==> src/rtl/nn_frame_buffer_pkg.sv <==
// Shared constants and types for the nn_frame_buffer slice.
// Frame size, feature width, network latency, FSM state encodings.
package nn_frame_buffer_pkg;

   localparam int IN_SIZE_1  = 13;
   localparam int FEAT_W     = 16;
   localparam int NN_LATENCY = 4;

   typedef logic signed [FEAT_W-1:0] feat_vec_t [IN_SIZE_1];

   typedef enum logic {
      W_FILL,
      W_FULL
   } wr_state_t;

   typedef enum logic {
      R_IDLE,
      R_WAIT
   } rd_state_t;

endpackage

==> src/rtl/nn_frame_buffer_if.sv <==
// Serial feature stream with valid/ready handshake.
// master: feature source; slave: nn_frame_buffer (drives feat_ready).
interface nn_frame_buffer_if
#(
   parameter int W = nn_frame_buffer_pkg::FEAT_W
);
   import nn_frame_buffer_pkg::*;

   logic signed [W-1:0] feat_in;
   logic                feat_valid;
   logic                feat_last;
   logic                feat_ready;

   modport master (
      output feat_in,
      output feat_valid,
      output feat_last,
      input  feat_ready
   );

   modport slave (
      input  feat_in,
      input  feat_valid,
      input  feat_last,
      output feat_ready
   );

endinterface

==> src/rtl/nn_frame_buffer_result_timer.sv <==
// nn_result_timer: times the network latency after a bank swap and
// samples the class result. Ports: clk, rst, i_swap (swap edge),
// i_nn_class, o_class_out/o_class_valid (result), o_swap_ok (permit).
module nn_result_timer
#(
   parameter int NN_LATENCY = nn_frame_buffer_pkg::NN_LATENCY
)
(
   input  logic       clk,
   input  logic       rst,
   input  logic       i_swap,
   input  logic [1:0] i_nn_class,
   output logic [1:0] o_class_out,
   output logic       o_class_valid,
   output logic       o_swap_ok
);
   import nn_frame_buffer_pkg::*;

   localparam int CW = $clog2(NN_LATENCY + 1);
   localparam logic [CW-1:0] LOAD = CW'(NN_LATENCY);
   localparam logic [CW-1:0] ONE  = CW'(1);

   rd_state_t       r_st;
   logic [CW-1:0]   r_cnt;
   logic [1:0]      r_cls;
   logic            r_cv;
   logic            w_hit;

   // Sampling edge: the result of the frame shown since the swap is ready.
   assign w_hit = (r_st == R_WAIT) && (r_cnt == ONE);

   // A new frame may be shown once the previous one is sampled.
   assign o_swap_ok     = (r_st == R_IDLE) || w_hit;
   assign o_class_out   = r_cls;
   assign o_class_valid = r_cv;

   always_ff @(posedge clk or posedge rst) begin
      if (rst) begin
         r_st  <= R_IDLE;
         r_cnt <= '0;
         r_cls <= '0;
         r_cv  <= 1'b0;
      end else begin
         r_cv <= w_hit;
         if (w_hit)
            r_cls <= i_nn_class;
         // A swap on the sampling edge reloads and keeps waiting.
         if (i_swap) begin
            r_cnt <= LOAD;
            r_st  <= R_WAIT;
         end else if (r_st == R_WAIT) begin
            if (w_hit) begin
               r_cnt <= '0;
               r_st  <= R_IDLE;
            end else begin
               r_cnt <= r_cnt - 1'b1;
            end
         end
      end
   end

endmodule

==> src/rtl/nn_frame_buffer.sv <==
// Ping-pong frame collector feeding top_nn, plus result timing.
// Ports: clk, rst, feat (stream slave), nn_vector, nn_class,
// class_out, class_valid, frame_err.
module nn_frame_buffer
#(
   parameter int IN_SIZE    = nn_frame_buffer_pkg::IN_SIZE_1,
   parameter int FEAT_W     = nn_frame_buffer_pkg::FEAT_W,
   parameter int NN_LATENCY = nn_frame_buffer_pkg::NN_LATENCY
)
(
   input  logic                     clk,
   input  logic                     rst,
   nn_frame_buffer_if.slave         feat,
   output logic signed [FEAT_W-1:0] nn_vector [IN_SIZE],
   input  logic [1:0]               nn_class,
   output logic [1:0]               class_out,
   output logic                     class_valid,
   output logic                     frame_err
);
   import nn_frame_buffer_pkg::*;

   localparam int IW = (IN_SIZE > 1) ? $clog2(IN_SIZE) : 1;
   localparam logic [IW-1:0] LAST_IDX = IW'(IN_SIZE - 1);

   logic signed [FEAT_W-1:0] r_bank0 [IN_SIZE];
   logic signed [FEAT_W-1:0] r_bank1 [IN_SIZE];
   logic [IW-1:0]            r_idx;
   logic                     r_sel;
   wr_state_t                r_wst;
   logic                     r_err;

   logic w_acc;
   logic w_at_end;
   logic w_swap_ok;
   logic w_swap;

   assign w_acc    = (r_wst == W_FILL) && feat.feat_valid;
   assign w_at_end = (r_idx == LAST_IDX);
   assign w_swap   = (r_wst == W_FULL) && w_swap_ok;

   assign feat.feat_ready = (r_wst == W_FILL);
   assign frame_err       = r_err;

   // r_sel names the displayed bank; the other one fills.
   always_comb begin
      for (int i = 0; i < IN_SIZE; i++)
         nn_vector[i] = r_sel ? r_bank1[i] : r_bank0[i];
   end

   always_ff @(posedge clk or posedge rst) begin
      if (rst) begin
         for (int i = 0; i < IN_SIZE; i++) begin
            r_bank0[i] <= '0;
            r_bank1[i] <= '0;
         end
         r_idx <= '0;
         r_sel <= 1'b0;
         r_wst <= W_FILL;
         r_err <= 1'b0;
      end else begin
         r_err <= 1'b0;
         if (w_swap) begin
            r_sel <= ~r_sel;
            r_wst <= W_FILL;
         end
         if (w_acc) begin
            if (r_sel)
               r_bank0[r_idx] <= feat.feat_in;
            else
               r_bank1[r_idx] <= feat.feat_in;
            // Misframed words stay in the hidden bank and get overwritten.
            if (feat.feat_last && w_at_end) begin
               r_wst <= W_FULL;
               r_idx <= '0;
            end else if (feat.feat_last || w_at_end) begin
               r_err <= 1'b1;
               r_idx <= '0;
            end else begin
               r_idx <= r_idx + 1'b1;
            end
         end
      end
   end

   nn_result_timer #(
      .NN_LATENCY (NN_LATENCY)
   ) u_timer (
      .clk           (clk),
      .rst           (rst),
      .i_swap        (w_swap),
      .i_nn_class    (nn_class),
      .o_class_out   (class_out),
      .o_class_valid (class_valid),
      .o_swap_ok     (w_swap_ok)
   );

endmodule
==> src/flat_wrapper.sv <==
// flat-port wrapper written by rule: the top's interface ports become plain ports
module nn_frame_buffer_flat import nn_frame_buffer_pkg::*;
#(
   parameter int IN_SIZE    = nn_frame_buffer_pkg::IN_SIZE_1,
   parameter int FEAT_W     = nn_frame_buffer_pkg::FEAT_W,
   parameter int NN_LATENCY = nn_frame_buffer_pkg::NN_LATENCY
)
  (clk, rst, nn_vector, nn_class, class_out, class_valid, frame_err, feat_feat_in, feat_feat_valid, feat_feat_last, feat_feat_ready);
  nn_frame_buffer_if feat_i ();
  input  logic clk;
  input  logic rst;
  output logic signed [FEAT_W-1:0] nn_vector[IN_SIZE];
  input  logic [1:0] nn_class;
  output logic [1:0] class_out;
  output logic class_valid;
  output logic frame_err;
  input wire logic [$bits(feat_i.feat_in)-1:0] feat_feat_in;
  input wire logic [$bits(feat_i.feat_valid)-1:0] feat_feat_valid;
  input wire logic [$bits(feat_i.feat_last)-1:0] feat_feat_last;
  output wire logic [$bits(feat_i.feat_ready)-1:0] feat_feat_ready;
  assign feat_i.feat_in = feat_feat_in;
  assign feat_i.feat_valid = feat_feat_valid;
  assign feat_i.feat_last = feat_feat_last;
  assign feat_feat_ready = feat_i.feat_ready;
  nn_frame_buffer #(.IN_SIZE(IN_SIZE), .FEAT_W(FEAT_W), .NN_LATENCY(NN_LATENCY)) u_core (.clk(clk), .rst(rst), .feat(feat_i), .nn_vector(nn_vector), .nn_class(nn_class), .class_out(class_out), .class_valid(class_valid), .frame_err(frame_err));
endmodule
==> config.mk <==
export PLATFORM = sky130hd
export DESIGN_NAME = nn_frame_buffer_flat
export DESIGN_NICKNAME = d
export VERILOG_FILES = /design/src/rtl/nn_frame_buffer_pkg.sv /design/src/rtl/nn_frame_buffer_if.sv /design/src/rtl/nn_frame_buffer_result_timer.sv /design/src/rtl/nn_frame_buffer.sv /design/src/flat_wrapper.sv
export SDC_FILE = /design/constraint.sdc
export NUM_CORES = 1
export LEC_CHECK = 0
export BUFFER_PORTS_ARGS = -buffer_cell sky130_fd_sc_hd__buf_2
export CAP_MARGIN = 20
export CORE_MARGIN = 8
export CORE_UTILIZATION = 53
export DETAILED_ROUTE_END_ITERATION = 10
export GPL_TIMING_DRIVEN = 0
export PLACE_DENSITY = 0.74
export SYNTH_ARGS = -nofsm -noshare
export SYNTH_HDL_FRONTEND = slang
export SYNTH_SLANG_ARGS = --single-unit
==> constraint.sdc <==
create_clock -name clk -period 13 [get_ports clk]
set_clock_uncertainty 0.2 [all_clocks]
set_input_delay 1.95 -clock clk [delete_from_list [all_inputs] [get_ports clk]]
set_output_delay 1.95 -clock clk [all_outputs]
set_load 0.02 [all_outputs]
==> impl_results.md, run 1 <==
* Status: completed
* XOR/XNOR share of the synthesized area at 0.04602%
* Global route overflow at 0
* Pin count of the biggest net entering global routing at 46
* Largest family of logic cells by synthesized area: multiplexers
* HPWL after detailed placement at 34,770 um
* Drt first pass iters at 4
* Synth async-reset ratio at 100.0%
* Commonest cells after routing, fill and taps aside: mux2_2, dfrtp_1, buf_2
* CTS tree: yes
* CTS Sinks at 430
* PD cells at 142.6 mW/mm2
* Mux share of post-synthesis cell area at 37.43%
* GPL Wtd Cong at 0.8116
* Slew Viols, Final at 0
* Mapped Area at 0.01903 mm2
* Simple-Gate Fraction of Synth Area at 2.255%
* Ys Warns at 0
* WL final at 46,850 um
* Die H at 205.5 um
* Drt via density at 5.544
* Crit share post-route at 38.25%
* FMAX at 0.2011 GHz
* H-tree levels at 2
* Worst skew pair latency at 0.54 ns
* Leak Pwr at 11.86 nW
* Ranking of synthesized cells by area: dfrtp_1, mux2_2, mux2_4, buf_2, clkbuf_1
* Post-CTS Resized at 0
* Synth area leader: dfrtp_1
* P&R area growth vs syn at 17.98%
* DR vias at 11,240
* Adder-Cell Fraction of Synth Area at 0.5916%
* All-Layer GR Usage at 22.37%
* Worst Setup End Kind: output port
* Worst path arrival time at 2.82 ns
* Hold WC Path Type: reg2reg
* Max incr delay on CP at 0.84 ns
* Row cnt at 69
* Crit Path Category: reg2out
* Commonest non-fill, non-tap cell in the layout: mux2_2
* Tmin final at 4.973 ns
* TNS Setup at 0 ns
* Slew HR at 29.31%
* Clock Tree Root: clkbuf_16
* Number of remaining DRC errors at 0
* #FFs+latches synth at 430
* Post-Synthesis Cells at 1,243
* Crit-path most repeated cell: clkbuf_1
* Number of synthesized flops with an enable pin at 0
* CP max FO at 10
* Critical Path Start Type: flop
* Initial core utilization at 53.64%
* ANT nets after route at 0
* CP cell instances: buf_6 > clkbuf_1 > clkbuf_1 > mux2_2 > buf_2
* Maximum clock path buffer count at 3
* Post-CTS Setup Bufs at 0
* Die footprint at 0.04223 mm2
* I/O Pins at 235
* CTS buffer count at 45
* # setup viols final at 0
* Actual slew at the worst max-slew pin at 1.060 ns
* Clock slew at reported path FFs at 0.06 ns
* Wire per inst at 23.11 um
* VDD IR-drop max at 0.1039 mV
* Register area share after synthesis at 56.53%
* Cell variety after synth at 39
* Antenna Cells at 0
* Layout cells sized above 1 at 63.67%
* Cts hold-fix bufs at 0
* Top FF cell, synth: dfrtp_1
* First DRT Iteration DRCs at 519
* First-pass GRT wire length at 73,200 um
* Critical path data required time at 10.85 ns
* Avg Inst Size Synth at 15.31 um2
* IO Port Bufs at 234
* Vias in the first global route at 12,260
* MaxCap Viol Count at 0
* Initial antenna violation count at 0
* Net count after synthesis at 1,274
* Die width at 205.5 um
* Final Hold Fails at 0
* RSZ-0062 raised after global routing: no
* Hold Slack at 0.2942 ns
* Fin nets at 1,566
* Synth Area in Compound Gates at 0.4536%
* Post-synth top area share at 56.53%
* Slowest CP cell: clkbuf_1
* Core footprint at 0.03548 mm2
sequential cells by signal (all words and copies together) (netlist names):
signal,count
u_core.frame_err,1
u_core.r_bank0,208
u_core.r_bank1,208
u_core.r_idx,4
u_core.r_sel,1
u_core.r_wst,1
u_core.u_timer.o_class_out,2
u_core.u_timer.o_class_valid,1
u_core.u_timer.r_cnt,3
u_core.u_timer.r_st,1
synthesized netlist by cell type (all sizes together) (2+ instances only):
cell,n
mux2,626
dfrtp,430
buf,46
clkbuf,45
nand2,18
inv,13
ha,9
nor2,9
nor2b,8
o21ai,7
nor3b,4
and4bb,3
nand3b,3
nand2b,2
nand3,2
nand4b,2
nand4bb,2
report_power, final:
| group | switching (mW) | internal (mW) |
|---|---|---|
| Clock | 0.509 | 0.740 |
| Sequential | 0.0866 | 1.52 |
| Combinational | 0.162 | 0.187 |
final cells by class:
class / count / area (um2)
repair buffers: 245 / 1391
fillers: 2700 / 13030
flip-flops and latches: 430 / 10760
clock inverters: 6 / 40.04
inverters: 13 / 52.55
multi-input cells: 709 / 7761
clock buffers: 72 / 1410
well taps: 461 / 576.8
plain buffers: 91 / 462.9
through the flow:
step | setup WS, ns | area (um2) | utilization (%) | std cells | power (mW)
final | 8.027 | 22460 | 63.29 | 2027 | 3.201
after global routing | 7.912 | 22460 | 63.29 | 2027 | 3.342
after CTS | 7.990 | 22460 | 63.29 | 2027 | 3.238
after detailed placement | 8.564 | 21010 | 59.20 | 1949 | 1.982
after global placement | 2.772 | 20780 | 58.58 | 1938 | 1.949
after floorplan | 5.045 | 19040 | - | 1243 | 1.870
logic make-up (layout without fill, tap and decap cells):
group | after synthesis | count (layout)
buf+inv | 104 | 427
xor+xnor | 1 | 1
mux | 626 | 626
simple gates | 59 | 59
compound gates | 14 | 14
flops | 430 | 430
fa+ha+maj | 9 | 9
layer usage:
layer / GRT usage [%] / wire, um / up-vias
met3: 3.432 / 2074 / 62
met1: 30.23 / 20490 / 5964
met5: 0 / 0 / -
li1: - / - / 5000
met2: 37.59 / 23320 / 211
met4: 5.336 / 965 / 0
worst max-delay path, delay by kind of cell, from the launching register on:
kind	cells	cell delay [ns]
buffers and inverters	4	1.50
multiplexers	1	0.45
flip-flops	1	0.34
path summary, 6_finish.rpt:
kind,start,to,slack (ns),cells past startpoint
max,u_core.r_sel,nn_vector[177],8.03,5
min,u_core.u_timer.r_cnt[1],u_core.u_timer.r_cnt[1],0.29,1
max reg2reg,u_core.r_idx[0],u_core.r_bank0[152],10.44,6
min reg2reg,u_core.u_timer.r_cnt[1],u_core.u_timer.r_cnt[1],0.29,1
max in group asynchronous,rst,u_core.r_bank0[107],10.25,5
min in group asynchronous,rst,u_core.r_bank1[196],1.23,2
(Power assumes the default switching activity.)
==> inputs of run 2 (changes only) <==
Settings changed: ABC_AREA set to 1.
Clock period 13 ns to 4.52 ns, I/O delays scaled along.
==> run 2 against run 1 <==
Effect of this change:
- the run now ends with hold timing left
- area after synthesis rose by 2.0%
- register-to-register slack got worse by 8.4 ns
- clock power rose to 3.1 times the previous value
- critical endpoint is now nn_vector[61]
- largest power group unchanged
- highest routed layer unchanged
==> impl_results.md, run 2 <==
* First-pass GRT wire length at 99,920 um (was 73,200 um)
* Net count after synthesis at 2,632 (was 1,274)
* VDD IR-drop max at 0.2657 mV (was 0.1039 mV)
* Slowest CP cell: clkbuf_1 (unchanged)
* Top FF cell, synth: dfrtp_1 (unchanged)
* I/O Pins at 235 (unchanged)
* GPL Wtd Cong at 0.9060 (was 0.8116)
* Cts hold-fix bufs at 0 (unchanged)
* Synth area leader: dfrtp_1 (unchanged)
* Util after Layout at 62.87% (was 63.29%)
* TNS Setup at 0 ns (unchanged)
* Commonest non-fill, non-tap cell in the layout: nand2_1 (was mux2_2)
* CTS Sinks at 430 (unchanged)
* Violated checks: hold timing
* Post-CTS Resized at 0 (unchanged)
* Pint at 7.089 mW (was 2.444 mW)
* Die width at 207.3 um (was 205.5 um)
* MaxCap Viol Count at 0 (unchanged)
* Leak Pwr at 13.74 nW (was 11.86 nW)
* All-Layer GR Usage at 29.32% (was 22.37%)
* Storage element area at 0.01076 mm2 (unchanged)
* Drt via density at 5.387 (was 5.544)
* Crit Path Category: reg2out (unchanged)
* Worst skew pair latency at 0.55 ns (was 0.54 ns)
* Clock network fraction of design power at 38.9% (was 39.0%)
* Mapped Area at 0.01940 mm2 (was 0.01903 mm2)
* Area occupied by multi-input gates at 0.007765 mm2 (was 0.007761 mm2)
* FMAX at 0.2443 GHz
* CTS tree: yes (unchanged)
* Critical path data required time at 3.64 ns (was 10.85 ns)
* Clock slew at reported path FFs at 0.06 ns (about the same)
* Final Cell Area at 0.02285 mm2 (was 0.02246 mm2)
* IO Port Bufs at 218 (was 234)
* DP Cell Count at 3,298 (was 1,949)
* RSZ-0062 raised after global routing: no (unchanged)
* #FFs+latches synth at 430 (unchanged)
* Worst Setup End Kind: output port (unchanged)
* Non-filler instance count after layout at 3,381 (was 2,027)
* Pin count of the biggest net entering global routing at 45 (was 46)
* Cell variety after synth at 20 (was 39)
* NetSw at 2.846 mW (was 0.7569 mW)
* H-tree levels at 2 (unchanged)
* Post-synth top area share at 55.45% (was 56.53%)
* CP max FO at 10 (unchanged)
* Area after DPL at 0.02131 mm2 (was 0.02101 mm2)
* Vias in the first global route at 17,820 (was 12,260)
* Hold WC Path Type: in2async (was reg2reg)
* Combinational share of power at 13.1% (was 10.9%)
* Biggest regs: u_core.r_bank0: 208 flops, u_core.r_bank1: 208 flops, u_core.r_idx: 4 flops (unchanged)
* Initial core utilization at 53.39% (was 53.64%)
* Clock Tree Root: clkbuf_16 (unchanged)
* DP Worst Slack at 1.108 ns (was 8.564 ns)
* Maximum clock path buffer count at 3 (unchanged)
* Core footprint at 0.03635 mm2 (was 0.03548 mm2)
* Post-Synthesis Cells at 2,601 (was 1,243)
* Initial antenna violation count at 2 (was 0)
* Ys Warns at 0 (unchanged)
* P&R area growth vs syn at 17.77% (was 17.98%)
* Crit-path leading delay family: buffers and inverters (unchanged)
* Actual slew at the worst max-slew pin at 1.139 ns (was 1.060 ns)
* HPWL after detailed placement at 44,620 um (was 34,770 um)
* Ranking of synthesized cells by area: dfrtp_1, nand2_1, nand3_1, clkbuf_1, buf_2 (was dfrtp_1, mux2_2, mux2_4, buf_2, clkbuf_1)
* Critical Path Start Type: flop (unchanged)
* ANT nets after route at 0 (unchanged)
* Top cells by count, synth: nand2_1, dfrtp_1, nand3_1 (was mux2_2, dfrtp_1, clkbuf_1)
* PD cells at 434.7 mW/mm2 (was 142.6 mW/mm2)
* Wire per inst at 19.05 um (was 23.11 um)
* CTS buffer count at 45 (unchanged)
* Tmin final at 4.094 ns
* Commonest cells after routing, fill and taps aside: nand2_1, dfrtp_1, buf_2 (was mux2_2, dfrtp_1, buf_2)
* Crit share post-route at 90.57%
* Most frequent cell after synthesis: nand2_1 (was mux2_2)
* Slew HR at 24.09% (was 29.31%)
* WL final at 64,390 um (was 46,850 um)
* Post-CTS Setup Bufs at 0 (unchanged)
* Slew Viols, Final at 0 (unchanged)
* Number of remaining DRC errors at 0 (unchanged)
* Final Hold Fails at 1 (was 0)
* Register area share after synthesis at 55.45% (was 56.53%)
* Global route overflow at 0 (unchanged)
* Number of synthesized flops with an enable pin at 0 (unchanged)
* Max incr delay on CP at 0.77 ns (was 0.84 ns)
* DR vias at 18,220 (was 11,240)
* Fin nets at 2,908 (was 1,566)
* Row cnt at 70 (was 69)
* Buffers plus inverters on the worst setup path at 5 (was 4)
* Drt first pass iters at 6 (was 4)
* First DRT Iteration DRCs at 2,074 (was 519)
* Worst Slack Setup Final at 0.4261 ns (was 8.027 ns)
* Hold Slack at -0.0007848 ns (was 0.2942 ns)
* Die H at 207.3 um (was 205.5 um)
* Number of fillers in the final layout at 3,185 (was 2,700)
* Avg Inst Size Synth at 7.461 um2 (was 15.31 um2)
* Status: finished, violations left (was completed)
* Synth async-reset ratio at 100.0% (unchanged)
* Layout cells sized above 1 at 13.60% (was 63.67%)
* Flop-to-flop setup slack at 2.01 ns (was 10.44 ns)
* Total power at 9.935 mW (was 3.201 mW)
* Sequential power share at 48.1% (was 50.1%)
* Worst path arrival time at 3.22 ns (was 2.82 ns)
* Sw Share at 28.65% (was 23.64%)
* # setup viols final at 0 (unchanged)
* Die footprint at 0.04299 mm2 (was 0.04223 mm2)
* CP cell instances: buf_2 > inv_2 > clkbuf_1 > clkbuf_1 > nand2_1 > nand2_1 > buf_2 (was buf_6 > clkbuf_1 > clkbuf_1 > mux2_2 > buf_2)
-- run 2: final timing paths --
check	depth (start not counted)	end	from
min reg2reg	2	u_core.r_bank0[166]	u_core.r_bank0[166]
min in group clk	3	u_core.u_timer.o_class_out[1]	nn_class[1]
min	2	u_core.r_bank0[165]	rst
max	7	nn_vector[61]	u_core.r_sel
max reg2reg	8	u_core.r_bank0[65]	u_core.r_idx[0]
max in group asynchronous	6	u_core.r_bank0[54]	rst
-- run 2: cell families after synthesis --
group                      count (synthesis)  synth area share, %
AOI/OAI and AO/OA                         37               0.9607
adders and majority gates                  9               0.5803
buffers and inverters                    213                4.533
DFF                                      430                55.45
and+or+nand+nor                         1912                38.47
-- run 2: area by class of cell --
class	count	area share, %
Clock inverter	22	1.057
Clock buffer	59	5.694
Timing Repair Buffer	229	5.738
Tap cell	468	2.562
Inverter	46	0.7720
Multi-Input combinational cell	1958	33.98
Sequential cell	430	47.08
Buffer	167	3.093
Antenna cell	2	0.02190
-- run 2: power groups by stage --
stage	clock network (mW)	registers, mW	logic (mW)
floorplan	0	4.74	0.880
global placement	0	4.81	1.21
detailed placement	0	4.82	1.29
CTS	3.87	4.76	1.29
global route	4.03	4.84	1.46
finish	3.86	4.78	1.30
-- run 2: routing by layer --
metal / global-route usage (%) / part of all wire [%] / vias up
met3: 5.993 / 8.7 / 204
li1: - / - / 8431
met2: 46.18 / 45 / 819
met5: 0 / 0 / -
met1: 38.14 / 40 / 8761
met4: 15.11 / 5.5 / 0
